==> config.mk <==
export PLATFORM = sky130hd
export DESIGN_NAME = sha256_stream_padder
export DESIGN_NICKNAME = d
export VERILOG_FILES = /design/src/rtl/sha256_stream_padder.sv
export SDC_FILE = /design/constraint.sdc
export NUM_CORES = 2
export LEC_CHECK = 0
export CORE_AREA = 2 2 505 507
export CTS_BUF_LIST = sky130_fd_sc_hd__clkbuf_4 sky130_fd_sc_hd__clkbuf_8
export DETAILED_ROUTE_END_ITERATION = 7
export DIE_AREA = 0 0 507 509
export PLACE_DENSITY = 0.41
export REMOVE_ABC_BUFFERS = 1
export SYNTH_ARGS = -nofsm -noshare
export SYNTH_HDL_FRONTEND = slang
export SYNTH_SLANG_ARGS = --single-unit
==> constraint.sdc <==
create_clock -name clk -period 10.71 [get_ports clk]
set_clock_uncertainty 0.05 [all_clocks]
set_input_delay 2.142 -clock clk [delete_from_list [all_inputs] [get_ports clk]]
set_output_delay 2.142 -clock clk [all_outputs]
set_load 0.02 [all_outputs]
==> src/rtl/sha256_stream_padder.sv <==
// Byte-stream front end for a SHA-256 compression core: packs bytes into 512-bit blocks,
// appends FIPS 180-4 padding and length, chains hash values and returns the digest.
module sha256_stream_padder #(
   parameter int unsigned LEN_W       = 64,
   parameter int unsigned TIMEOUT_CYC = 1024
) (
   input  logic         clk,
   input  logic         reset,
   input  logic [7:0]   in_data,
   input  logic         in_valid,
   input  logic         in_last,
   input  logic         in_empty,
   output logic         in_ready,
   output logic         start_in,
   output logic [511:0] blk_out,
   output logic [255:0] iv_out,
   input  logic [255:0] core_result,
   input  logic         core_done,
   output logic [255:0] digest,
   output logic         digest_valid,
   output logic         busy,
   output logic         err
);

   localparam logic [255:0] HInit = {32'h6a09e667, 32'hbb67ae85, 32'h3c6ef372, 32'ha54ff53a,
                                     32'h510e527f, 32'h9b05688c, 32'h1f83d9ab, 32'h5be0cd19};
   localparam logic [511:0] AllOnes = '1;
   localparam logic [511:0] Marker  = {8'h80, 504'd0};

   typedef enum logic [2:0] {StIdle, StFill, StPad, StIssue, StWait, StGap, StDone} state_e;

   state_e             state_q, state_d;
   logic [511:0]       blk_q, blk_d;
   logic [255:0]       iv_q, iv_d;
   logic [255:0]       digest_q, digest_d;
   logic [5:0]         idx_q, idx_d;
   logic [LEN_W-1:0]   len_q, len_d;
   logic [31:0]        timer_q, timer_d;
   logic               final_q, final_d;
   logic               pad_q, pad_d;
   logic               tail_q, tail_d;
   logic               dvalid_q, dvalid_d;
   logic               busy_q, busy_d;
   logic               err_q, err_d;
   logic [511:0]       pad_blk;
   logic [63:0]        len64;
   logic [8:0]         bit_ofs;

   always_ff @(posedge clk) begin
      if (!reset) begin
         state_q  <= StIdle;
         blk_q    <= '0;
         iv_q     <= HInit;
         digest_q <= '0;
         idx_q    <= '0;
         len_q    <= '0;
         timer_q  <= '0;
         final_q  <= 1'b0;
         pad_q    <= 1'b0;
         tail_q   <= 1'b0;
         dvalid_q <= 1'b0;
         busy_q   <= 1'b0;
         err_q    <= 1'b0;
      end else begin
         state_q  <= state_d;
         blk_q    <= blk_d;
         iv_q     <= iv_d;
         digest_q <= digest_d;
         idx_q    <= idx_d;
         len_q    <= len_d;
         timer_q  <= timer_d;
         final_q  <= final_d;
         pad_q    <= pad_d;
         tail_q   <= tail_d;
         dvalid_q <= dvalid_d;
         busy_q   <= busy_d;
         err_q    <= err_d;
      end
   end

   always_comb begin
      state_d  = state_q;
      blk_d    = blk_q;
      iv_d     = iv_q;
      digest_d = digest_q;
      idx_d    = idx_q;
      len_d    = len_q;
      timer_d  = timer_q;
      final_d  = final_q;
      pad_d    = pad_q;
      tail_d   = tail_q;
      dvalid_d = 1'b0;
      busy_d   = busy_q;
      err_d    = err_q;

      len64   = 64'(len_q);
      bit_ofs = {idx_q, 3'b000};
      // Keep bytes before idx, place the 0x80 marker at idx, zero everything after it.
      pad_blk = (blk_q & ~(AllOnes >> bit_ofs)) | (Marker >> bit_ofs);
      if (tail_q) pad_blk = '0;
      if (tail_q || idx_q <= 6'd55) pad_blk[63:0] = len64;

      case (state_q)
         StIdle, StFill: begin
            if (in_valid) begin
               busy_d  = 1'b1;
               state_d = StFill;
               if (in_empty) begin
                  state_d = StPad;
               end else begin
                  blk_d[{~idx_q, 3'b000} +: 8] = in_data;
                  len_d = len_q + LEN_W'(8);
                  idx_d = idx_q + 6'd1;
                  if (idx_q == 6'd63) begin
                     // Full block goes out as-is; a final byte here leaves a padding-only block.
                     state_d = StIssue;
                     final_d = 1'b0;
                     pad_d   = in_last;
                     tail_d  = 1'b0;
                  end else if (in_last) begin
                     state_d = StPad;
                  end
               end
            end
         end
         StPad: begin
            blk_d   = pad_blk;
            idx_d   = '0;
            state_d = StIssue;
            if (tail_q || idx_q <= 6'd55) begin
               final_d = 1'b1;
               pad_d   = 1'b0;
               tail_d  = 1'b0;
            end else begin
               final_d = 1'b0;
               pad_d   = 1'b1;
               tail_d  = 1'b1;
            end
         end
         StIssue: begin
            timer_d = '0;
            state_d = StWait;
         end
         StWait: begin
            if (core_done) begin
               iv_d    = core_result;
               state_d = StGap;
            end else if (timer_q >= TIMEOUT_CYC) begin
               err_d   = 1'b1;
               state_d = StIdle;
               iv_d    = HInit;
               idx_d   = '0;
               len_d   = '0;
               busy_d  = 1'b0;
               final_d = 1'b0;
               pad_d   = 1'b0;
               tail_d  = 1'b0;
            end else begin
               timer_d = timer_q + 32'd1;
            end
         end
         StGap: begin
            // Hold off until the core has dropped done from the previous block.
            if (!core_done) begin
               if (final_q)    state_d = StDone;
               else if (pad_q) state_d = StPad;
               else            state_d = StFill;
            end
         end
         StDone: begin
            digest_d = iv_q;
            dvalid_d = 1'b1;
            iv_d     = HInit;
            idx_d    = '0;
            len_d    = '0;
            busy_d   = 1'b0;
            final_d  = 1'b0;
            pad_d    = 1'b0;
            tail_d   = 1'b0;
            state_d  = StIdle;
         end
         default: state_d = StIdle;
      endcase
   end

   assign in_ready     = (state_q == StIdle) || (state_q == StFill);
   assign start_in     = (state_q == StIssue) || (state_q == StWait);
   assign blk_out      = blk_q;
   assign iv_out       = iv_q;
   assign digest       = digest_q;
   assign digest_valid = dvalid_q;
   assign busy         = busy_q;
   assign err          = err_q;

endmodule

* After elaboration in Yosys (flattened, before gate mapping)
Cells that the tools add are included.
Widths: inputs -> output; s select.
** Word-level totals
- Bits of input ports :: 270
- Logic and storage cells :: 112
- Output and inout bits :: 1029
- Bits in registers :: 1135
** Cells by class
- Reduce and logical (&&, ||, !) cells :: 21
- Equality and inequality tests :: 15
- Mux-type cells :: 48
- $add $sub $neg :: 4
- Order comparisons :: 2
- Bitwise logic cells :: 5
- Shifts and indexed selects :: 4
** Operators with widths (count)
- $mux 512 :: 3
- $pmux 512 s2 :: 1
- $shr 512x9->512 const A :: 2
- $and 512x512->512 :: 1
- $bwmux 512 :: 1
- $mux 256 :: 2
- $not 512->512 :: 1
- $or 512x512->512 :: 1
- $pmux 256 s2 :: 1
- $shift 8x11->512 const A :: 1
- $shiftx 8x11->512 :: 1
- $mux 64 :: 5
- $pmux 64 s3 :: 1
- $add 64x4->64 const B :: 1
- $mux 32 :: 2
- $pmux 32 s2 :: 1
- $add 32x1->32 const B :: 1
- $ge 32x11->1 const B :: 1
- $mux 6 :: 4
- $pmux 6 s3 :: 1
- $mux 3 :: 5
- $pmux 3 s5 :: 1
- $ne 2x2->1 const B :: 7
- $mux 1 :: 12
- 24 further kinds :: 42

* Logic depth before layout (Yosys ltp)
- Depth after elaboration :: 7
- Gate-level depth with buffers :: 13
- Gate-level depth less buffers :: 9

* Least setup slack after synthesis
No wires, ideal clock.
- Path type :: input-to-reg
- Start point :: input port in_empty
- End point :: register len_q[63], in the netlist len64[63]
- Library setup time :: 0.070 ns
- Data required time :: 10.590 ns
- Arrival :: 4.075 ns
- Stages :: 7
- Path slack :: 6.514 ns
- Buffers on the path :: 1
- Path through :: or4b_1 > buf_2 > o21a_4 > or4b_4 > nand4b_4 > or3_1 > a21oi_1
** Between the ends
- Longest elaborated chain between the ends :: 2
** RTL lines
- from (decl) :: RTL line 12 : input logic in_empty,
- $ne 2x2->1 (no line)
- $reduce_and 5->1 (no line)
- to (signal assigned) :: RTL line 70 : len_q <= len_d;
- to (decl) :: RTL line 37 : logic [LEN_W-1:0] len_q, len_d;
Every way passes these cells.
A chain may end at the register's enable or synchronous reset.

* Worst setup path after layout
- Start point :: register state_q[2]
- End point :: output port start_in
** Between the ends
- Longest elaborated chain between the ends :: 2
- Elaborated cells on any way between the ends :: 3
- Classes of those cells :: eq/ne (2); reduce/logical (1)
** RTL lines
- from (decl) :: RTL line 32 : state_e state_q, state_d;
- from (signal assigned) :: RTL line 51 : state_q <= StIdle;
- from (signal assigned) :: RTL line 65 : state_q <= state_d;
- $eq 3x2->1 / $eq 3x3->1 (equally long branches) :: RTL line 187 : assign start_in = (state_q == StIssue) || (state_q == StWait);
- $logic_or 1x1->1 * :: RTL line 187
- to (decl) :: RTL line 14 : output logic start_in,
Every way passes the cells marked *; elsewhere a longest branch is shown, timed or not.

==> results.yml <==
grt:
  grt_pass1_wl_mm: 367
  overflow: 0
  antenna_found_initial: 46
  grt_pass1_vias: 41954
  grt_start_max_net_pins: 137
  grt_usage: 0.202
sta:
  fmax_mhz: 180
  rsz0062_at_grt: "false"
  holdWs_ns: 0.369
  setup_violations: 0
  hold_violations: 0
  slew_headroom: 0.0932
  slew_violations: 0
  fin_crit_sh: 0.520
  tightest_slew_ns: 1.35
  period_minus_slack_ns: 5.57
routing:
  viasPerCell: 4.56
  vias: 43465
  drtAntennaViolNets: 0
  wl_mm: 275
  firstDrtPassIters: 6
  drc_errors: 0
  drt-initial-drc-count: 3776
  avgRoutedWirePerCell_um: 28.9
die:
  core_area_um2: 253000
  initial_core_util: 0.166
  rows: 185
  die_y_um: 509
  io_pins: 1299
  die_area_um2: 258000
  dieWidth_um: 507
worst_setup_path:
  critPathKind: "flip-flop to output port"
  critPathRequiredTime_ns: 8.52
  worstPathCellList: "inv_1 > nand3_1 > nand2_1 > clkdlybuf4s50_1"
  reg2regPathDepth: 10
  rr_endpoint: "blk_out[483]"
  crit_fanout: 18
  rrSetupSlack_ns: 5.45
  rr_startpoint: "idx_q[1]"
  crit_slowest_cell: "clkdlybuf4s50_1"
  slowest_delay_ns: 0.73
  arrival_ns: 3.37
  crit_family: "buffers and inverters"
  start_kind: "flip-flop"
  critPathBufInv: 2
  endpoint_kind: "output port"
finish:
  syn_to_final_growth_pct: 52.2
  final_cell_mix: "clkdlybuf4s50_1, dfxtp_1, nand2_1"
  nNetsFinal: 6242
  drive_above_1_share: 0.0895
  final_common_cell: "clkdlybuf4s50_1"
  stdcell_count: 9527
cts:
  cts.sinks: 1132
  ctsHoldBuffers: 0
  cts_buffer_depth: 3
  clk_pin_slew_ns: 0.06
  clock_latency_ns: 1.00
  cts_root_buffer: "clkbuf_8"
  cts_resized: 0
  post_cts_buffers: 0
  cts_made_buffers: 218
  htree_levels: 4
  cts_tree: "built"
synth:
  seq_area_frac_synth: 0.542
  async_flop_share: 0
  yosysTopAreaCell: "dfxtp_1"
  synth_enable_flop_cells: 0
  ys.flop_type: "dfxtp_1"
  synth_seq_cells: 1132
  synth_cells: 4691
  yosys-top-cells-area: "dfxtp_1, nand2_1, a21oi_1"
  netlist-cell-type-count: 84
  synthesis.area_um2: 41800
  yosys.area.top_type_share: 0.542
  yosys_warnings: 0
  avgSynthCellArea_um2: 8.92
place:
  hpwl_mm: 209
  dp.cells: 9107
  port_buffers: 1298
  place_congestion: 0.899
status:
  status: "finished, final reports clean"
min_path:
  min_from: "iv_out[24]"
  worstHoldPathType: "flip-flop to flip-flop"
  hold_path_end: "digest[24]"
  whs_path_depth: 2
power:
  p_leak_uw: 0.0214
  power_density_nw_per_um2: 155
  max-vdd-ir-drop_v: 0.000105
run:
  cap_violations: 0
==> Yosys cell counts, types with 34 or more instances <==
cell type / number
and3_1: 50
o2bb2ai_1: 108
buf_1: 34
nor2_1: 403
a22oi_1: 219
o22ai_1: 186
nand2_1: 888
a32o_1: 35
a22o_1: 192
o21ai_0: 145
a21oi_1: 421
nand4_1: 37
clkbuf_1: 289
nor3_1: 51
nand3_1: 58
dfxtp_1: 1132
==> worst register-to-register path, stage by stage, from the launching register on <==
cell and delay [ns]:
dfxtp_1 0.72, ha_1 0.65, inv_1 0.11, ha_1 0.68, nor2b_1 0.67, o211ai_1 0.18, buf_4 0.23, a21oi_1 0.80
o221ai_1 0.64, a22oi_1 0.31, nor2_1 0.07
==> power breakdown <==
group	internal (µW)	switching, µW
combinational	206	455
clock	2820	2140
sequential	4240	25.3
==> sequential cells by signal, indices dropped and copies added (netlist names), 3 cells and up <==
| signal | count |
|---|---|
| digest | 256 |
| timer_q | 32 |
| idx_q | 6 |
| len64 | 61 |
| state_q | 3 |
| iv_out | 256 |
| blk_out | 512 |
==> stage by stage <==
stage / utilization / TNS (ns) / setup WS, ns / total power, µW / instance area [µm²]
2_1_floorplan: - / -370.76 / -1.92 / 4600 / 40500
3_3_place_gp: 0.232 / 0 / 4.94 / 5010 / 58700
3_5_place_dp: 0.232 / 0 / 4.86 / 5010 / 58700
4_1_cts: 0.252 / 0 / 4.93 / 10000 / 63600
5_1_grt: 0.252 / 0 / 4.88 / 10200 / 63700
6_report: 0.252 / 0 / 5.14 / 9880 / 63700
==> how the worst max path moves through the flow <==
stage	from	slack, ns	depth (start not counted)	endpoint
after floorplan	reset	-1.92	4	blk_out[432]
after global placement	in_valid	4.94	8	blk_out[484]
after detailed placement	in_valid	4.86	8	blk_out[254]
after CTS	state_q[2]	4.93	4	start_in
after global routing	state_q[2]	4.88	4	start_in
final	state_q[2]	5.14	4	start_in
==> metal layers <==
metal	wire [µm]	vias to the layer above	GRT usage
met4	11200	36	0.0777
met5	216	-	0
met2	132000	2077	0.344
li1	-	19485	-
met1	105000	21382	0.229
met3	26900	485	0.0738
==> cells by family (layout without fill, tap and decap cells) <==
family,Yosys count,after routing,share of synthesized area
flip-flops,1132,1132,0.542
AND/OR/NAND/NOR,1633,1633,0.167
other,0,18,0
XOR/XNOR,41,41,0.00858
multiplexers,6,6,0.00144
AO/OA/AOI/OAI,1502,1502,0.245
buffers and inverters,366,1818,0.0335
adder cells (fa/ha/maj),11,11,0.00329
==> final cells by class <==
| class | instances | area [µm²] |
|---|---|---|
| tap | 3366 | 4210 |
| clock inverter | 53 | 684 |
| timing repair buffer | 1389 | 13700 |
| antenna | 18 | 45.0 |
| inverter | 27 | 109 |
| fill | 27432 | 189000 |
| sequential | 1132 | 22700 |
| clock buffer | 349 | 4310 |
| multi-input combinational | 3193 | 17900 |
No activity file was read; power rests on OpenSTA's default activity.
